[src/rtl/silife_gen_controller.sv]
`default_nettype none
// ============================================================================
// Module   : silife_gen_controller
// Purpose  : Command sequencer for a SiLife cell grid. Accepts host commands
//            (run, pause, N-step, clear, revive, period set, gen reset),
//            paces generations with a prescaler and drives the grid's shared
//            enable / reset / revive strobes.
// Revision : 1.0 - initial release
// ============================================================================
module silife_gen_controller #(
    parameter int ROW_BITS       = 3,
    parameter int COL_BITS       = 3,
    parameter int PERIOD_BITS    = 16,
    parameter int GEN_BITS       = 16,
    parameter int DEFAULT_PERIOD = 1
) (
    input  logic                clk,
    input  logic                reset,
    input  logic                cmd_valid,
    output logic                cmd_ready,
    input  logic [2:0]          cmd_op,
    input  logic [15:0]         cmd_arg,
    output logic                cell_enable,
    output logic                cell_reset,
    output logic                cell_revive,
    output logic [ROW_BITS-1:0] revive_row,
    output logic [COL_BITS-1:0] revive_col,
    output logic                running,
    output logic                step_done,
    output logic [GEN_BITS-1:0] gen_count
);

    localparam logic [2:0] OP_STEP       = 3'd1;
    localparam logic [2:0] OP_RUN        = 3'd2;
    localparam logic [2:0] OP_PAUSE      = 3'd3;
    localparam logic [2:0] OP_CLEAR      = 3'd4;
    localparam logic [2:0] OP_REVIVE     = 3'd5;
    localparam logic [2:0] OP_SET_PERIOD = 3'd6;
    localparam logic [2:0] OP_GEN_RESET  = 3'd7;

    localparam logic [PERIOD_BITS-1:0] PERIOD_ONE   = PERIOD_BITS'(1);
    // A zero period would never let the prescaler terminate; clamp it to 1.
    localparam logic [PERIOD_BITS-1:0] RESET_PERIOD =
        (DEFAULT_PERIOD == 0) ? PERIOD_ONE : PERIOD_BITS'(DEFAULT_PERIOD);

    typedef enum logic [1:0] {
        ST_PAUSED = 2'd0,
        ST_RUN    = 2'd1,
        ST_STEP   = 2'd2,
        ST_CLEAR  = 2'd3
    } state_t;

    state_t                 state_q;
    logic [PERIOD_BITS-1:0] prescaler_q;
    logic [PERIOD_BITS-1:0] period_q;
    logic [15:0]            steps_left_q;
    logic [GEN_BITS-1:0]    gen_count_q;
    logic                   cmd_ready_q;
    logic                   cell_enable_q;
    logic                   cell_reset_q;
    logic                   cell_revive_q;
    logic [ROW_BITS-1:0]    revive_row_q;
    logic [COL_BITS-1:0]    revive_col_q;
    logic                   running_q;
    logic                   step_done_q;

    logic                   cmd_fire;
    logic                   active;
    logic                   due;
    logic                   revive_cmd;
    logic                   gen_reset_cmd;
    logic [PERIOD_BITS-1:0] arg_period;
    logic [15:0]            arg_steps;

    // Decode the accepted command and whether a generation is due this cycle.
    always_comb begin
        cmd_fire      = cmd_valid && cmd_ready_q;
        active        = (state_q == ST_RUN) || (state_q == ST_STEP);
        due           = active && (prescaler_q >= (period_q - PERIOD_ONE));
        revive_cmd    = cmd_fire && (cmd_op == OP_REVIVE);
        gen_reset_cmd = cmd_fire && (cmd_op == OP_GEN_RESET);
        arg_period    = PERIOD_BITS'(cmd_arg);
        if (arg_period == '0) begin
            arg_period = PERIOD_ONE;
        end
        arg_steps     = (cmd_arg == 16'd0) ? 16'd1 : cmd_arg;
    end

    // Controller state machine, prescaler, counters and registered strobes.
    always_ff @(posedge clk) begin
        if (reset) begin
            state_q       <= ST_PAUSED;
            prescaler_q   <= '0;
            period_q      <= RESET_PERIOD;
            steps_left_q  <= '0;
            gen_count_q   <= '0;
            cmd_ready_q   <= 1'b1;
            cell_enable_q <= 1'b0;
            cell_reset_q  <= 1'b0;
            cell_revive_q <= 1'b0;
            revive_row_q  <= '0;
            revive_col_q  <= '0;
            running_q     <= 1'b0;
            step_done_q   <= 1'b0;
        end else begin
            cell_enable_q <= 1'b0;
            cell_reset_q  <= 1'b0;
            cell_revive_q <= 1'b0;
            step_done_q   <= 1'b0;
            cmd_ready_q   <= 1'b1;

            if (state_q == ST_CLEAR) begin
                // The clear strobe has been issued; settle back to idle.
                state_q   <= ST_PAUSED;
                running_q <= 1'b0;
            end else if (cmd_fire && (cmd_op == OP_STEP)) begin
                // Start or restart an N-step sequence from a fresh interval.
                state_q      <= ST_STEP;
                steps_left_q <= arg_steps;
                prescaler_q  <= '0;
                running_q    <= 1'b1;
            end else if (cmd_fire && (cmd_op == OP_RUN)) begin
                state_q      <= ST_RUN;
                steps_left_q <= '0;
                prescaler_q  <= '0;
                running_q    <= 1'b1;
            end else if (cmd_fire && (cmd_op == OP_PAUSE)) begin
                state_q      <= ST_PAUSED;
                steps_left_q <= '0;
                prescaler_q  <= '0;
                running_q    <= 1'b0;
            end else if (cmd_fire && (cmd_op == OP_CLEAR)) begin
                state_q      <= ST_CLEAR;
                cell_reset_q <= 1'b1;
                gen_count_q  <= '0;
                steps_left_q <= '0;
                prescaler_q  <= '0;
                cmd_ready_q  <= 1'b0;
                running_q    <= 1'b0;
            end else begin
                // NOP, REVIVE, SET_PERIOD, GEN_RESET or idle: pacing continues.
                if (revive_cmd) begin
                    cell_revive_q <= 1'b1;
                    revive_row_q  <= cmd_arg[COL_BITS +: ROW_BITS];
                    revive_col_q  <= cmd_arg[COL_BITS-1:0];
                end
                if (cmd_fire && (cmd_op == OP_SET_PERIOD)) begin
                    period_q <= arg_period;
                end

                if (due && !revive_cmd) begin
                    cell_enable_q <= 1'b1;
                    prescaler_q   <= '0;
                    gen_count_q   <= gen_reset_cmd ? '0 : gen_count_q + GEN_BITS'(1);
                    if (state_q == ST_STEP) begin
                        steps_left_q <= steps_left_q - 16'd1;
                        if (steps_left_q == 16'd1) begin
                            state_q     <= ST_PAUSED;
                            step_done_q <= 1'b1;
                            running_q   <= 1'b0;
                        end
                    end
                end else begin
                    // A revive colliding with a due enable holds the prescaler
                    // at its terminal value so the enable fires next cycle.
                    if (active && !due) begin
                        prescaler_q <= prescaler_q + PERIOD_ONE;
                    end
                    if (gen_reset_cmd) begin
                        gen_count_q <= '0;
                    end
                end
            end
        end
    end

    assign cmd_ready   = cmd_ready_q;
    assign cell_enable = cell_enable_q;
    assign cell_reset  = cell_reset_q;
    assign cell_revive = cell_revive_q;
    assign revive_row  = revive_row_q;
    assign revive_col  = revive_col_q;
    assign running     = running_q;
    assign step_done   = step_done_q;
    assign gen_count   = gen_count_q;

endmodule
`default_nettype wire

[config.mk]
export PLATFORM = sky130hd
export DESIGN_NAME = silife_gen_controller
export DESIGN_NICKNAME = d
export VERILOG_FILES = /design/src/rtl/silife_gen_controller.sv
export SDC_FILE = /design/constraint.sdc
export NUM_CORES = 1
export LEC_CHECK = 0
export BUFFER_PORTS_ARGS = -buffer_cell sky130_fd_sc_hd__buf_4
export CORE_MARGIN = 2
export CORE_UTILIZATION = 64
export CTS_CLUSTER_DIAMETER = 50
export CTS_CLUSTER_SIZE = 8
export DETAILED_ROUTE_END_ITERATION = 10
export GPL_ROUTABILITY_DRIVEN = 1
export HOLD_SLACK_MARGIN = 0.02
export PLACE_DENSITY = 0.88
export SYNTH_ARGS = -nofsm -noshare
export SYNTH_HDL_FRONTEND = slang
export SYNTH_SLANG_ARGS = --single-unit
[constraint.sdc]
create_clock -name clk -period 7 [get_ports clk]
set_input_delay 1.4 -clock clk [delete_from_list [all_inputs] [get_ports clk]]
set_output_delay 1.4 -clock clk [all_outputs]
set_load 0.02 [all_outputs]
Word level (Yosys, flattened, before mapping). Index checks and enable logic that the tools add are counted.

Add/sub/neg operators: 4. Magnitude comparators: 1. Equal/unequal tests: 11. Muxes and demuxes: 36. Bitwise logic cells: 7. Reductions and logical operators: 35.

Operators by type and width (count): $mux W16 (17); $add A16 B1 Y16 const B (2); $sub A16 B1 Y16 const B (2); $eq A16 B1 Y1 const B (1); $ge A16 B16 Y1 (1); $logic_not A16 Y1 (1); $reduce_bool A5 Y1 (3); $mux W2 (7); $eq A3 B3 Y1 const B (4); $mux W1 (12); $reduce_and A6 Y1 (2); $reduce_bool A4 Y1 (3); $logic_and A1 B1 Y1 (11); $reduce_and A3 Y1 (3); $reduce_or A8 Y1 (1); $not A1 Y1 (7); $eq A3 B2 Y1 const B (2); $reduce_bool A6 Y1 (1); $reduce_or A6 Y1 (1); $reduce_and A5 Y1 (1); $reduce_or A5 Y1 (1); $eq A2 B2 Y1 const B (2); $eq A3 B1 Y1 const B (1); $reduce_bool A3 Y1 (1); 6 further kinds (7).

Bits in registers: 78. Output and inout port bits: 28.

Longest topological paths before layout. Gate-level depths: netlist of run 1.

Word-level depth: 11. Mapped depth: 16. Mapped depth without buffers: 14.

Least setup slack after synthesis of run 1. OpenSTA, ideal clock, no wires.

Kind: flip-flop to flip-flop. Start point: register period_q[2]. End point: register gen_count_q[10] (netlist: gen_count[10]). Setup time: 0.122 ns. Data arrival time: 3.493 ns. Data required time: 6.878 ns. Path slack: 3.385 ns. Cell stages (with the launch flop): 15. Buffers on the path: 2. Clock period less this slack: 3.615 ns. Path through: dfxtp_1 -> or4_1 -> or4_1 -> nand2b_1 -> nor4_1 -> xnor2_1 -> ha_1 -> nand2_1 -> o21ai_0 -> a211o_1 -> buf_6 -> o21a_4 -> a21oi_4 -> buf_6 -> a221o_1.

Longest elaborated chain between the ends: 6. Elaborated cells between the ends (all ways): 8. Those cells by class: 1 x add/sub; 1 x order compare; 2 x mux; 4 x reduce/logical.

RTL lines: start, declared (RTL line 55) `logic [PERIOD_BITS-1:0] period_q;`; start signal, assigned (RTL line 148) `period_q <= arg_period;`; $sub A16 B1 Y16 * (RTL line 79) `due = active && (prescaler_q >= (period_q - PERIOD_ONE));`; $ge A16 B16 Y1 * (RTL line 79); $logic_and A1 B1 Y1 * (RTL line 79); $logic_and A1 B1 Y1 * (RTL line 151) `if (due && !revive_cmd) begin`; $reduce_bool A3 Y1 (no source line) / $mux W16 (equally long branches); $reduce_and A5 Y1 (no source line) / $mux W16 (equally long branches); end signal, assigned (RTL line 154) `gen_count_q <= gen_reset_cmd ? '0 : gen_count_q + GEN_BITS'(1);`; end, declared (RTL line 57) `logic [GEN_BITS-1:0] gen_count_q;`.

Every way passes the cells marked *; elsewhere a longest branch is shown, timed or not. A chain may end at the register's enable or synchronous reset.

Worst setup path after layout of run 1.
Start point: register period_q[2]. End point: register steps_left_q[9].

Longest elaborated chain between the ends: 6.

RTL lines: $sub A16 B1 Y16 (RTL line 79); $ge A16 B16 Y1 (RTL line 79); $logic_and A1 B1 Y1 (RTL line 79); $logic_and A1 B1 Y1 (RTL line 151); $reduce_bool A5 Y1 (no source line); $reduce_and A3 Y1 (no source line); end signal, assigned (RTL line 119) `steps_left_q <= arg_steps;`; end signal, assigned (RTL line 156) `steps_left_q <= steps_left_q - 16'd1;`; end, declared (RTL line 56) `logic [15:0] steps_left_q;`.

No other way between the ends.

==> results.sh, run 1 <==
export IMPL_ys_types=62
export IMPL_rrSetupSlack_ns=2.49
export IMPL_synthesis_instances=574
export IMPL_ctsResizeCount=0
export IMPL_ys_ff_latch=78
export IMPL_numCtsBuffers=9
export IMPL_ys_warn_count=0
export IMPL_crit_fanout=20
export IMPL_min_from="revive_row[2]"
export IMPL_final_util_pct=75.97
export IMPL_grt_max_degree=40
export IMPL_leakage_nw=2.053
export IMPL_gp_congestion=0.9305
export IMPL_syn_to_final_growth_pct=13.47
export IMPL_synth_area_top_cells="dfxtp_1 (34%), nand2_1 (6.4%), ha_1 (6.3%)"
export IMPL_cts_root_buf="clkbuf_8"
export IMPL_cts_sinks=78
export IMPL_synth_top_area_cell="dfxtp_1"
export IMPL_maxSlewHeadroom_pct=31.27
export IMPL_required_ns=7.28
export IMPL_ir_worst_vdd_mv=0.1422
export IMPL_row_count=30
export IMPL_synthTopCellsByCount="dfxtp_1 (78), nand2_1 (78), nor2_1 (61)"
export IMPL_clk_pin_slew_ns=0.08
export IMPL_synth_top_cell_area_share_pct=33.95
export IMPL_die_height_um=88.78
export IMPL_seq_area_um2=1562
export IMPL_r2r_end="steps_left_q[9]"
export IMPL_remaining_drc_errors=0
export IMPL_initial_utilization_pct=66.96
export IMPL_io_buffer_count=49
export IMPL_cp_arrival_ns=4.79
export IMPL_async_flop_share_pct=0
export IMPL_vias_per_cell=6.548
export IMPL_cts_max_path_buffers=2
export IMPL_die_w_um=88.78
export IMPL_power_density_nw_per_um2=209.5
export IMPL_synth_avg_cell_area_um2=8.013
export IMPL_io_pin_count=50
export IMPL_setup_viol_count_final=0
export IMPL_status="finished, final reports clean"
export IMPL_drive_gt1_share_pct=14.29
export IMPL_grt_pass1_wl_um=19620
export IMPL_rr_worst_depth=12
export IMPL_antenna_left=0
export IMPL_antenna_found_initial=0
export IMPL_rsz0062_at_grt="no"
export IMPL_worstHoldPathType="reg2reg"
export IMPL_vias=4662
export IMPL_core_region_area_um2=6869
export IMPL_dpl_hpwl_um=8443
export IMPL_synth_edf_count=0
export IMPL_ctsHoldBuffers=0
export IMPL_netlist_area_um2=4599
export IMPL_fin_skew_ns=0.01082
export IMPL_synthFlopType="dfxtp_1"
export IMPL_first_pass_iters=7
export IMPL_htree_num_levels=3
export IMPL_worst_slew_pin_slew_ns=1.023
export IMPL_max_freq_ghz=0.2220
export IMPL_gr_usage_all_layers_pct=31.69
export IMPL_worstReg2RegStart="period_q[2]"
export IMPL_syn_nets=619
export IMPL_min_to="revive_row[2]"
export IMPL_dieArea_um2=7881
export IMPL_clk_latency_ns=0.36
export IMPL_max_cap_violations=0
export IMPL_finalCritPeriodShare_pct=64.36
export IMPL_drt_wl_total_um=11940
export IMPL_layout_nets=656
export IMPL_antennaDiodeCount=0
export IMPL_ys_seq_area_share_pct=33.95
export IMPL_grt_pass1_vias=4209
export IMPL_worstSetupPathType="reg2reg"
export IMPL_slew_violations=0
export IMPL_wl_per_cell_um=16.77
export IMPL_finalCriticalPeriod_ns=4.506
export IMPL_end_kind="flop"
export IMPL_start_kind="flop"
export IMPL_num_fill_cells=528
export IMPL_hold_depth=2
export IMPL_tritoncts="yes"
export IMPL_overflow=0
export IMPL_fin_tns_setup_ns=0
export IMPL_hold_viol=0
export IMPL_multi_input_area_um2=2853
export IMPL_drt_iter0_drc=461
export IMPL_cts_setup_buffers=0
==> power by group <==
group          internal [mW]  switching, mW  leakage [nW]
combinational         0.0760          0.134          1.31
clock                  0.238          0.176         0.112
sequential             0.456         0.0135         0.631
==> critical path, cell delays in order (launching register included) <==
cell	delay, ns
dfxtp_1	0.36
or4_1	0.57
or4_1	0.48
nand2b_1	0.20
nor4_1	0.26
xnor2_1	0.11
ha_1	0.32
nand2_1	0.06
o21ai_0	0.42
a211o_1	0.69
a21o_1	0.48
nand2_1	0.24
o21ai_0	0.23
==> area by class of cell <==
class	count	share of cell area [%]
clock buffers	9	2.374
clock inverters	7	2.326
multi-input cells	456	54.66
well taps	96	2.302
repair buffers	51	7.336
flip-flops and latches	78	29.92
inverters	15	1.079
==> through the flow <==
| stage | area, um^2 | power, mW | hold slack [ns] | cells | setup WS [ns] |
|---|---|---|---|---|---|
| 4_1_cts | 5219 | 1.088 | 0.4858 | 712 | 2.541 |
| 3_5_place_dp | 4974 | 0.6821 | 0.4700 | 696 | 2.567 |
| 2_1_floorplan | 4599 | 0.6375 | 0.4351 | 574 | 3.385 |
| 6_report | 5219 | 1.093 | 0.4864 | 712 | 2.494 |
| 3_3_place_gp | 4974 | 0.6738 | 0.4525 | 696 | 2.814 |
| 5_1_grt | 5219 | 1.132 | 0.5055 | 712 | 2.035 |
==> cell usage in the layout (no fill, tap or decap), types with 11 or more instances in the layout <==
cell type and count:
o21ai_0 18, and3_1 12, nand4_1 12, xnor2_1 11
dfxtp_1 78, a211oi_1 11, nand3_1 19, ha_1 23
nor2_1 61, inv_1 15, a21oi_1 51, nor3_1 21
buf_4 51, nand2_1 78, a221o_1 11
==> worst max path at each step <==
stage                 from  slack (ns)  cells after the start                to
2_1_floorplan  period_q[2]        3.39                     14     gen_count[10]
6_report       period_q[2]        2.49                     12   steps_left_q[9]
4_1_cts        period_q[2]        2.54                     12  steps_left_q[11]
5_1_grt        period_q[2]        2.03                     12   steps_left_q[8]
3_5_place_dp   period_q[2]        2.57                     12  steps_left_q[11]
3_3_place_gp   period_q[2]        2.81                     12  steps_left_q[14]
==> registers in the layout, indices dropped and copies added, names as in the netlist <==
name / cells
cell_enable: 1
cell_reset: 1
cell_revive: 1
cmd_ready: 1
gen_count: 16
period_q: 16
prescaler_q: 16
revive_col: 3
revive_row: 3
running: 1
state_q: 2
step_done: 1
steps_left_q: 16
==> cell families after synthesis <==
logic type,count (synthesis),synth area share (%)
flip-flops,78,33.95
multiplexers,4,0.8977
AO/OA/AOI/OAI,152,23.23
AND/OR/NAND/NOR,257,27.83
buffers and inverters,40,4.026
XOR/XNOR,20,3.809
adder cells (fa/ha/maj),23,6.257
==> metal layers <==
layer / share of wire [%] / track usage (%) / wire length (um) / vias to the layer above
met5: 0 / 0 / 0 / -
met2: 47 / 51.90 / 5621 / 235
met4: 4.4 / 17.77 / 525 / 0
met3: 7.4 / 6.250 / 883 / 47
li1: - / - / - / 2189
met1: 41 / 38.88 / 4907 / 2191
(Power assumes the default switching activity.)
==> run 2, diff against run 1 <==
CORE_UTILIZATION = 53   (was 64)
PLACE_DENSITY = 0.78   (was 0.88)
clock period = 3.9 ns   (was 7 ns; I/O delays follow)
==> results.sh, run 2 (same netlist as run 1, synthesis figures left out) <==
export IMPL_antenna_left=0
export IMPL_instances_no_fill=738
export IMPL_dp_slack_ns=-0.05668
export IMPL_max_freq_ghz=0.2715
export IMPL_antennaDiodeCount=0
export IMPL_cp_arrival_ns=3.95
export IMPL_p_sw_uw=612.2
export IMPL_io_buffer_count=49
export IMPL_vias_per_cell=6.202
export IMPL_gr_usage_all_layers_pct=25.23
export IMPL_setup_viol_count_final=0
export IMPL_required_ns=4.17
export IMPL_tritoncts="yes"
export IMPL_max_cap_violations=0
export IMPL_num_fill_cells=702
export IMPL_clk_pin_slew_ns=0.09
export IMPL_start_kind="flop"
export IMPL_switching_share_pct=32.11
export IMPL_maxSlewHeadroom_pct=38.21
export IMPL_antenna_found_initial=0
export IMPL_grt_pass1_vias=4234
export IMPL_combinationalPowerShare_pct=22.4
export IMPL_rsz0062_at_grt="no"
export IMPL_power_density_nw_per_um2=354.8
export IMPL_first_pass_iters=5
export IMPL_numCtsBuffers=9
export IMPL_ir_worst_vdd_mv=0.1921
export IMPL_fin_tns_setup_ns=0
export IMPL_vias=4577
export IMPL_worst_slew_pin_slew_ns=0.9268
export IMPL_hold_worst_slack_ns=0.4693
export IMPL_slew_violations=0
export IMPL_die_w_um=97.16
export IMPL_clk_latency_ns=0.37
export IMPL_initial_utilization_pct=55.42
export IMPL_io_pin_count=50
export IMPL_internal_power_mw=1.294
export IMPL_crit_fanout=12
export IMPL_worstHoldPathType="reg2reg"
export IMPL_remaining_drc_errors=0
export IMPL_hold_viol=0
export IMPL_cts_sinks=78
export IMPL_drt_wl_total_um=12230
export IMPL_status="finished, final reports clean"
export IMPL_overflow=0
export IMPL_die_height_um=97.16
export IMPL_crit_path_max_incr_delay_ns=0.54
export IMPL_ctsHoldBuffers=0
export IMPL_dieArea_um2=9439
export IMPL_leakage_nw=2.138
export IMPL_layout_nets=673
export IMPL_wl_per_cell_um=16.57
export IMPL_grt_max_degree=40
export IMPL_dpl_hpwl_um=8739
export IMPL_fin_skew_ns=0.01171
export IMPL_finalCritPeriodShare_pct=94.44
export IMPL_row_count=33
export IMPL_core_region_area_um2=8299
export IMPL_htree_num_levels=3
export IMPL_worst_slack_ns=0.2167
export IMPL_end_kind="flop"
export IMPL_place_inst=715
export IMPL_cts_root_buf="clkbuf_8"
export IMPL_syn_to_final_growth_pct=16.81
export IMPL_seqPwrFrac_pct=44.2
export IMPL_cp_cell_sequence="or4_4 -> or4_4 -> nand2b_1 -> nor4_2 -> xnor2_1 -> ha_1 -> nand4_1 -> nor2_2 -> a211o_4 -> and3_1 -> and3_1 -> a221o_1"
export IMPL_gp_congestion=0.8945
export IMPL_drt_iter0_drc=330
export IMPL_report_power_total_mw=1.906
export IMPL_slowest_stage="or4_4"
export IMPL_cts_max_path_buffers=2
export IMPL_worstSetupPathType="reg2reg"
export IMPL_clkPwrFrac_pct=33.4
export IMPL_finalCriticalPeriod_ns=3.683
export IMPL_drive_gt1_share_pct=17.85
export IMPL_most_common_layout_cells="nand2_1 (78), dfxtp_1 (78), buf_4 (65)"
export IMPL_grt_pass1_wl_um=19820
[run 2: cell count changes in the layout (fill, tap and decap cells not counted), sizes merged]
cell,change
clkinv,+1
inv,+2
buf,+16
a211o,+1
bufinv,-2
clkinvlp,-1
[run 2: repair_timing]
| item | 4_1_cts | 5_1_grt |
|---|---|---|
| buffers inserted | 0 | 6 |
| pin swaps | 1 | 2 |
| endpoints found under the hold margin | 0 | 0 |
| gates resized for setup | 2 | 9 |
| cloned | 0 | 1 |
| setup endpoints to repair | 27 | 48 |
[run 2: critical path: cells and delay by family (launching register included)]
kind	cells	cell delay (ns)
AO/OA/AOI/OAI	2	0.66
AND/OR/NAND/NOR	8	2.14
adder cells (fa/ha/maj)	1	0.27
flip-flops	1	0.32
XOR/XNOR	1	0.16
[run 2: stage by stage]
step | area [um^2] | util [%]
floorplan | 4599 | -
global placement | 5060 | 60.97
detailed placement | 5060 | 60.97
CTS | 5270 | 63.50
global route | 5373 | 64.74
finish | 5373 | 64.74
[run 2: final timing paths]
kind / start / endpoint / slack, ns / cells past startpoint
worst max-delay path: period_q[2] / gen_count[6] / 0.22 / 12
worst min-delay path: period_q[15] / period_q[15] / 0.47 / 2
worst max register to register: period_q[2] / gen_count[6] / 0.22 / 12
worst min register to register: period_q[15] / period_q[15] / 0.47 / 2
[run 2: layout make-up]
cell class              instances  area [um^2]  area share [%]
repair buffers                 67        519.2           9.665
clock buffers                   9        123.9           2.306
inverters                      15        56.30           1.048
multi-input cells             457         2900           53.98
flip-flops and latches         78         1562           29.06
clock inverters                 7        80.08           1.490
well taps                     105        131.4           2.445
[run 2: power by group through the flow]
stage,clock (mW),sequential (mW),combinational (mW)
after floorplan,0,0.858,0.287
after global placement,0,0.859,0.371
after detailed placement,0,0.860,0.379
after CTS,0.644,0.841,0.383
after global routing,0.671,0.845,0.466
final,0.637,0.843,0.427
[run 2: layer usage]
metal  global-route usage (%)  up-vias  share of wire, %
met1                    32.41     2127                43
met5                        0        -                 0
met3                    4.388       25               6.6
met2                    42.52      192                48
li1                         -     2233                 -
met4                    9.209        0               2.5
